## config.mk

```make
export PLATFORM = sky130hd
export DESIGN_NAME = slicel_cfg_loader
export DESIGN_NICKNAME = d
export VERILOG_FILES = /design/src/rtl/slicel_cfg_loader.sv
export SDC_FILE = /design/constraint.sdc
export NUM_CORES = 1
export LEC_CHECK = 0
export BUFFER_PORTS_ARGS = -buffer_cell sky130_fd_sc_hd__buf_2
export CORE_UTILIZATION = 57
export DETAILED_ROUTE_END_ITERATION = 10
export PLACE_DENSITY_LB_ADDON = 0.15
export SYNTH_ARGS = -nofsm -noshare
export SYNTH_HDL_FRONTEND = slang
export SYNTH_SLANG_ARGS = --single-unit
```

## constraint.sdc

```tcl
create_clock -name cclk -period 2.4 [get_ports cclk]
set_input_delay 0.48 -clock cclk [delete_from_list [all_inputs] [get_ports cclk]]
set_output_delay 0.48 -clock cclk [all_outputs]
set_load 0.03 [all_outputs]
```

## src/rtl/slicel_cfg_loader.sv

```systemverilog
// Streams the logic-slice bitstream in WORD_W-bit words, assembles it in a shadow
// register and commits it atomically to the slice config outputs with a one-cycle cen.
module slicel_cfg_loader #(
  parameter  int S_XX_BASE    = 4,
  parameter  int NUM_LUTS     = 4,
  parameter  int WORD_W       = 8,
  localparam int SXX_CFG_SIZE = 2 * 2**S_XX_BASE + 1,
  localparam int MUX_LVLS     = $clog2(NUM_LUTS),
  localparam int LUT_BITS     = SXX_CFG_SIZE * NUM_LUTS,
  localparam int CFG_BITS     = LUT_BITS + MUX_LVLS + 1,
  localparam int NUM_WORDS    = (CFG_BITS + WORD_W - 1) / WORD_W,
  localparam int CNT_W        = $clog2(NUM_WORDS + 1)
) (
  input  logic                cclk,
  input  logic                rst,
  input  logic                start,
  input  logic [WORD_W-1:0]   in_data,
  input  logic                in_valid,
  output logic                in_ready,
  output logic [LUT_BITS-1:0] luts_config_in,
  output logic [MUX_LVLS-1:0] inter_lut_mux_config,
  output logic                config_use_cc,
  output logic                cen,
  output logic                busy,
  output logic                done
);

  localparam logic [1:0] ST_IDLE   = 2'd0;
  localparam logic [1:0] ST_LOAD   = 2'd1;
  localparam logic [1:0] ST_COMMIT = 2'd2;
  localparam logic [1:0] ST_DONE   = 2'd3;

  logic [1:0]          state_q, state_d;
  logic [CNT_W-1:0]    cnt_q, cnt_d;
  logic [CFG_BITS-1:0] shadow_q, shadow_d;
  logic [CFG_BITS-1:0] cfg_q, cfg_d;
  logic                accept;
  logic                last_word;

  // A start during LOAD wins over a concurrent handshake, so the word is refused.
  assign in_ready  = (state_q == ST_LOAD) && !start;
  assign accept    = in_ready && in_valid;
  assign last_word = (cnt_q == CNT_W'(NUM_WORDS - 1));

  always_comb begin
    state_d  = state_q;
    cnt_d    = cnt_q;
    shadow_d = shadow_q;
    cfg_d    = cfg_q;
    case (state_q)
      ST_IDLE, ST_DONE: begin
        if (start) begin
          state_d = ST_LOAD;
          cnt_d   = '0;
        end
      end
      ST_LOAD: begin
        if (start) begin
          cnt_d = '0;
        end else if (accept) begin
          // Bits of the final word beyond CFG_BITS have no home and are dropped.
          for (int i = 0; i < CFG_BITS; i++) begin
            if ((i / WORD_W) == int'(cnt_q)) shadow_d[i] = in_data[i % WORD_W];
          end
          cnt_d = cnt_q + 1'b1;
          if (last_word) begin
            cfg_d   = shadow_d;
            state_d = ST_COMMIT;
          end
        end
      end
      ST_COMMIT: state_d = ST_DONE;
      default:   state_d = ST_IDLE;
    endcase
  end

  always_ff @(posedge cclk) begin
    if (rst) begin
      state_q  <= ST_IDLE;
      cnt_q    <= '0;
      shadow_q <= '0;
      cfg_q    <= '0;
    end else begin
      state_q  <= state_d;
      cnt_q    <= cnt_d;
      shadow_q <= shadow_d;
      cfg_q    <= cfg_d;
    end
  end

  assign luts_config_in       = cfg_q[LUT_BITS-1:0];
  assign inter_lut_mux_config = cfg_q[LUT_BITS +: MUX_LVLS];
  assign config_use_cc        = cfg_q[CFG_BITS-1];
  assign cen                  = (state_q == ST_COMMIT);
  assign busy                 = (state_q == ST_LOAD) || (state_q == ST_COMMIT);
  assign done                 = (state_q == ST_DONE);

endmodule

```

Word level (Yosys, flattened, before mapping). Cells that the tools add are included.

Register bits: 277. Input port bits: 12. Output and inout bits: 139. Logic and storage cells: 187.

Add/sub/neg operators: 1. Equality and inequality tests: 25. Multiplexer cells: 144. Bitwise gates (word level): 1. Reductions and logical operators: 12.

Operators by type and width (count): $mux 1 (135); $eq 5x5->1 const A (9); $eq 4x5->1 const A (4); $mux 5 (3); $eq 3x5->1 const A (2); $pmux 5 s2 (1); $mux 2 (4); $ne 2x2->1 const B (4); $reduce_and 4->1 (2); $pmux 2 s3 (1); $reduce_and 3->1 (2); $add 5x1->5 const B (1); $eq 2x5->1 const A (1); $eq 5x5->1 const B (1); $logic_not 5->1 (1); $eq 2x2->1 const B (2); $ne 3x3->1 const B (1); $eq 2x1->1 const B (1); $logic_and 1x1->1 (2); $logic_not 2->1 (1); $reduce_bool 2->1 (1); $reduce_or 2->1 (1); $logic_not 1->1 (1); $logic_or 1x1->1 (1); $not 1->1 (1).

Longest topological paths before layout. Gate-level depths: netlist of the first run.

Word-level depth: 6. Mapped depth: 9. Gate-level depth less buffers: 7.

Worst setup path after synthesis of the first run. Ideal clock, no wire load.

Kind: register to register. From: register cnt_q[2]. To: register shadow_q[120]. Library setup time: 138 ps. Arrival: 1768 ps. Data required time: 2262 ps. Setup slack: 494 ps. Stages on the path, launching flop included: 8. Path buffers: 3. Period minus slack after synthesis: 1906 ps. Cells stage by stage: dfxtp_1 -> buf_2 -> buf_2 -> and3_1 -> ha_1 -> buf_1 -> mux2i_1 -> a211oi_1.

Word-level cells in the longest chain between the ends: 2.

Ends and longest elaborated chain: start, declared (line 34) `logic [CNT_W-1:0] cnt_q, cnt_d;`; start signal, assigned (line 85) `cnt_q <= cnt_d;`; $eq 5x5->1 (line 63) `if ((i / WORD_W) == int'(cnt_q)) shadow_d[i] = in_data[i % WORD_W];`; $mux 1 (line 63); end signal, assigned (line 86) `shadow_q <= shadow_d;`; end, declared (line 35) `logic [CFG_BITS-1:0] shadow_q, shadow_d;`.

No other way between the ends. A chain may end at the register's enable or synchronous reset.

Worst setup path after layout of the first run.
From: register state_q[1]. To: output port in_ready.

Word-level cells in the longest chain between the ends: 2.

Ends and longest elaborated chain: start, declared (line 33) `logic [1:0] state_q, state_d;`; start signal, assigned (line 84) `state_q <= state_d;`; $eq 2x1->1 (line 41) `assign in_ready = (state_q == ST_LOAD) && !start;`; $logic_and 1x1->1 (line 41); end, declared (line 19) `output logic in_ready,`.

No other way between the ends.

==> metrics.yaml, run 1 <==
start_util_pct: 57.99
seq_area_frac_synth_pct: 49.83
drtIter0Drc: 666
period_share_pct: 94.52
r2r_start: "cnt_q[0]"
routed-via-count: 9787
synth_top_area_share_pct: 49.83
min_path_cells: 3
yosys.cell_count.top_type: "nand2_1"
wl_mm: 28.19
fillers: 1559
synthArstFlopShare_pct: 0
grt_pass1_vias: 8719
slowest_stage: "dfxtp_1"
yosys.area.top_type: "dfxtp_1"
cp_max_fo: 10
status: "finished, final reports clean"
reg2regPathDepth: 8
antennaDiodeCount: 0
ys_warn_count: 0
drtPass1Iterations: 5
fin_tns_setup_ns: 0
holdWs_ns: 0.2599
cts.sinks: 270
worst_pin_slew_ns: 0.6483
slew_viol_final: 0
track_usage_pct: 28.26
postPlaceCellArea_um2: 12000
crit_family: "buffers and inverters"
drv_cap: 0
drc: 0
synth-main-ff-cell: "dfxtp_1"
antenna_found_initial: 1
path_cells: "inv_1 > ha_2 > nand2b_1 > inv_1 > buf_2"
synthToLayoutAreaGrowth_pct: 18.39
cts_resized: 0
grt_pass1_wl_mm: 45.24
hold_start: "in_data[4]"
dp_cells: 1683
clock_path_buffers: 3
via_per_inst: 5.667
cpPeakStageDelay_ns: 0.35
fin_cells: 1727
nets: 1499
holdCritPathClass: "in -> reg"
globalplace.congestion: 0.8066
p_leak_nw: 4.542
cts_tree: "done"
synth_nets: 1382
fin_crit_ns: 2.268
synth_edf_count: 0
core_um2: 18710
hpwl_mm: 18.02
overflow: 0
synthCells: 1362
worstHoldEndpoint: "shadow_q[84]"
dieArea_um2: 19590
cp.arrival_ns: 1.79
fin_total_pwr_mw: 9.158
drive_gt1_share_pct: 17.15
max_freq_mhz: 440.8
synthDistinctLibCells: 36
postSynthAreaPerCell_um2: 7.965
worst_r2r_endpoint: "cfg_q[93]"
ir_drop_mv: 0.5531
reg2reg_slack_ns: 0.24
ys_ff_latch: 270
path_class: "reg -> out"
slew_headroom_pct: 56.65
stdcell_area_um2: 12840
clk_latency_ns: 0.53
cts_root_buffer: "clkbuf_16"
cp.buffers_inverters: 3
critPathRequiredTime_ns: 1.92
fin_worst_skew_ns: 0.007690
post-cts-setup-buffers: 0
setup-violations-final: 0
rsz0062_at_grt: "false"
critPathMostFrequentCell: "inv_1"
ant_nets: 0
synthTopCellsByArea: "dfxtp_1 (50%), nand2_1 (17%), a311oi_1 (8.4%)"
io_pins: 151
io_buffers: 150
die_y_um: 140.0
hold_violations: 0
routedWlPerCell_um: 16.32
cts_buffers: 28
grt_max_degree: 77
htree_levels: 1
cp-start-kind: "flip-flop"
synth_commonest_cells: "nand2_1 (477), dfxtp_1 (270), nor2_1 (149)"
clkSlewWorstSetupHoldPaths_ns: 0.06
row_count: 50
die_x_um: 140.0
syn-cell-area_um2: 10850
powerDensity_nw_per_um2: 713.1
cts_hold_buf: 0
end_kind: "output port"
==> sequential cells by signal (all words and copies together) (netlist names) <==
name      flops
state_q       2
cnt_q         5
cfg_q       135
shadow_q    128
==> worst max-delay path by stage <==
stage          startpoint       endpoint  slack, ns  depth (start not counted)
5_1_grt        state_q[1]       in_ready       0.05                          5
2_1_floorplan    cnt_q[2]  shadow_q[120]       0.49                          7
4_1_cts        state_q[1]       in_ready       0.07                          5
3_5_place_dp     cnt_q[0]      cfg_q[22]       0.26                          8
6_report       state_q[1]       in_ready       0.13                          5
3_3_place_gp     cnt_q[3]  shadow_q[101]       0.34                          6
==> through the flow <==
stage	utilization (%)	worst slack (ns)
after floorplan	-	0.4943
after global placement	64.15	0.3352
after detailed placement	64.15	0.2608
after CTS	68.64	0.06853
after global routing	68.66	0.05285
final	68.66	0.1316
==> worst register-to-register path, stage by stage, from the launching register on <==
cell	delay, ns
dfxtp_1	0.36
inv_1	0.10
ha_1	0.24
and3b_1	0.25
nor4b_4	0.36
buf_12	0.19
buf_12	0.19
nor2_1	0.08
a311oi_1	0.30
==> report_power, final <==
part	internal [mW]	switching, mW	leakage (nW)
clock	2.34	1.69	0.414
combinational	0.171	0.415	1.95
sequential	4.52	0.0263	2.17
==> per-layer routing <==
metal	wire [um]	part of all wire, %	GRT usage, %	vias up
met5	13	0.046	0	-
met4	445	1.6	6.478	2
met3	1619	5.7	3.726	43
met2	13100	46	45.95	277
met1	13010	46	39.96	4627
li1	-	-	-	4838
==> layout make-up <==
| cell class | count | area [um2] | share of cell area, % |
|---|---|---|---|
| Timing Repair Buffer | 207 | 1360 | 10.59 |
| Inverter | 7 | 26.28 | 0.2046 |
| Clock buffer | 41 | 820.8 | 6.391 |
| Tap cell | 234 | 292.8 | 2.280 |
| Sequential cell | 270 | 5405 | 42.09 |
| Multi-Input combinational cell | 965 | 4918 | 38.30 |
| Clock inverter | 3 | 18.77 | 0.1461 |
==> cell families (layout without fill, tap and decap cells) <==
logic type | Yosys count | after routing | synth area share (%)
AOI/OAI and AO/OA | 257 | 257 | 15.96
xor gates and xnor gates | 1 | 1 | 0.08075
adders and majority gates | 8 | 8 | 0.9228
buffers and inverters | 127 | 258 | 4.856
DFF | 270 | 270 | 49.83
muxes | 25 | 25 | 2.307
and+or+nand+nor | 674 | 674 | 26.04
==> placed cells by master (no fill, tap or decap), drive strengths merged, types with 3 or more instances in the layout <==
master	instances
buf	207
mux2i	25
nor2	155
nor4b	4
nand2	477
a211oi	16
nand4bb	7
inv	8
dfxtp	270
nand4b	5
a21oi	130
and4b	3
ha	8
a311oi	104
clkbuf	41
nor4bb	7
nand2b	3
or4b	3
Power figures use the tool's default switching activity.
==> inputs of run 2 (changes only) <==
--- a/config.mk
+++ b/config.mk
@@ -6,8 +6,10 @@
 export NUM_CORES = 1
 export LEC_CHECK = 0
 export BUFFER_PORTS_ARGS = -buffer_cell sky130_fd_sc_hd__buf_2
+export CORE_MARGIN = 2
 export CORE_UTILIZATION = 57
 export DETAILED_ROUTE_END_ITERATION = 10
+export GPL_ROUTABILITY_DRIVEN = 0
 export PLACE_DENSITY_LB_ADDON = 0.15
 export SYNTH_ARGS = -nofsm -noshare
 export SYNTH_HDL_FRONTEND = slang
==> metrics.yaml, run 2 (synthesis gave the netlist of run 1 again) <==
ant_nets: 0  # unchanged
track_usage_pct: 26.84  # -1.4 points
final_core_utilization_pct: 69.08  # +0.43 points
top_regs: "cfg_q: 135 flops, shadow_q: 128 flops, cnt_q: 5 flops"
dpl_worst_slack_ns: 0.2266  # -0.03426 ns
cts_tree: "done"
max_freq_mhz: 452.5  # +2.7%
fin_crit_ns: 2.210  # -0.05863 ns
postPlaceCellArea_um2: 11950  # -0.46%
clk_latency_ns: 0.53  # about the same
path_cells: "inv_1 > ha_1 > and3b_1 > nor4b_4 > buf_12 > nor2_1 > a311oi_1"
io_buffers: 150  # unchanged
holdWs_ns: 0.3363  # +0.07635 ns
rsz0062_at_grt: "false"
fillers: 1550  # -0.58%
fin_cells: 1730  # +0.17%
dp_cells: 1679  # -0.24%
cts_buffers: 28  # unchanged
die_x_um: 142.0  # +1.4%
slew_viol_final: 0  # unchanged
setup_slack_ns: 0.1902  # +0.05863 ns
cts_hold_buf: 0  # unchanged
r2r_start: "cnt_q[0]"
clock_path_buffers: 3  # unchanged
cts_root_buffer: "clkbuf_16"
grt_pass1_vias: 8559  # -1.8%
crit_start: "cnt_q[0]"
grt_max_degree: 92  # +19%
top_register: "cfg_q"
drc: 0  # unchanged
start_util_pct: 57.99  # unchanged
hold_violations: 0  # unchanged
drtIter0Drc: 703  # +5.6%
core_um2: 18710  # unchanged
stdcell_area_um2: 12920  # +0.62%
hold_start: "start"
overflow: 0  # unchanged
final_cell_mix: "nand2_1 (477), dfxtp_1 (270), nor2_1 (149), buf_2 (149), a21oi_1 (130)"
cp-start-kind: "flip-flop"
cpPeakStageDelay_ns: 0.41  # +0.06 ns
cp.buffers_inverters: 2  # -1
io_pins: 151  # unchanged
path_class: "reg -> reg"
worst_pin_slew_ns: 0.7855  # +0.1371 ns
setup-violations-final: 0  # unchanged
routed-via-count: 9688  # -1.0%
dieArea_um2: 20150  # +2.9%
antenna_found_initial: 1  # unchanged
post-cts-setup-buffers: 0  # unchanged
hpwl_mm: 17.50  # -2.9%
drv_cap: 0  # unchanged
htree_levels: 1  # unchanged
die_y_um: 142.0  # +1.4%
via_per_inst: 5.600  # -1.2%
synthToLayoutAreaGrowth_pct: 19.12
grt_pass1_wl_mm: 44.22  # -2.3%
wl_mm: 27.70  # -1.7%
largest_reg_flops: 135  # unchanged
period_share_pct: 92.07  # -2.4 points
cts_resized: 0  # unchanged
fin_tns_setup_ns: 0  # unchanged
final_common_cell: "nand2_1"
p_leak_nw: 4.590  # +1.1%
antennaDiodeCount: 0  # unchanged
ir_drop_mv: 0.4994  # -9.7%
clkSlewWorstSetupHoldPaths_ns: 0.06  # about the same
nets: 1495  # -0.27%
cts.sinks: 270  # unchanged
routedWlPerCell_um: 16.01  # -1.9%
cp_max_fo: 91  # +81
status: "finished, final reports clean"
drive_gt1_share_pct: 17.51  # +0.37 points
critPathRequiredTime_ns: 2.83  # +0.91 ns
crit_family: "simple AND/OR/NAND/NOR gates"
fin_worst_skew_ns: 0.01088  # +0.003195 ns
fin_total_pwr_mw: 9.624  # +5.1%
slew_headroom_pct: 47.64  # -9.0 points
drtPass1Iterations: 5  # unchanged
row_count: 50  # unchanged
end_kind: "flip-flop"
cp.arrival_ns: 2.64  # +0.85 ns
slowest_stage: "nor4b_4"
powerDensity_nw_per_um2: 744.8  # +4.4%
holdCritPathClass: "in -> reg"
-- run 2: area by class of cell --
| class | count | area [um2] | share of cell area [%] |
|---|---|---|---|
| clock buffers | 40 | 847.1 | 6.555 |
| well taps | 234 | 292.8 | 2.266 |
| clock inverters | 11 | 130.1 | 1.007 |
| inverters | 7 | 26.28 | 0.2033 |
| multi-input cells | 965 | 4916 | 38.04 |
| flip-flops and latches | 270 | 5405 | 41.83 |
| repair buffers | 203 | 1305 | 10.10 |
-- run 2: routing by layer --
layer / global-route usage, % / up-vias / share of wire, %
met5: 0 / - / 0.025
li1: - / 4835 / -
met4: 7.368 / 2 / 1.9
met2: 43.69 / 278 / 47
met3: 4.038 / 46 / 6.3
met1: 37.49 / 4527 / 45
-- run 2: tightest hold or removal path: stages --
cell,delay (ns)
buf_2,0.14
nand2b_1,0.07
a221oi_1,0.06
nor2_1,0.07
-- run 2: final timing paths --
check | end | slack, ns | depth (start not counted)
worst min register to register | cfg_q[5] | 0.45 | 2
worst max-delay path | cfg_q[102] | 0.19 | 7
worst max register to register | cfg_q[102] | 0.19 | 7
worst min-delay path | state_q[1] | 0.34 | 4
-- run 2: report_power, final --
group / switching [mW] / leakage [nW] / internal [mW] / total (mW)
registers: 0.0245 / 2.17 / 4.52 / 4.54
logic: 0.403 / 1.92 / 0.177 / 0.580
clock network: 1.74 / 0.492 / 2.76 / 4.50
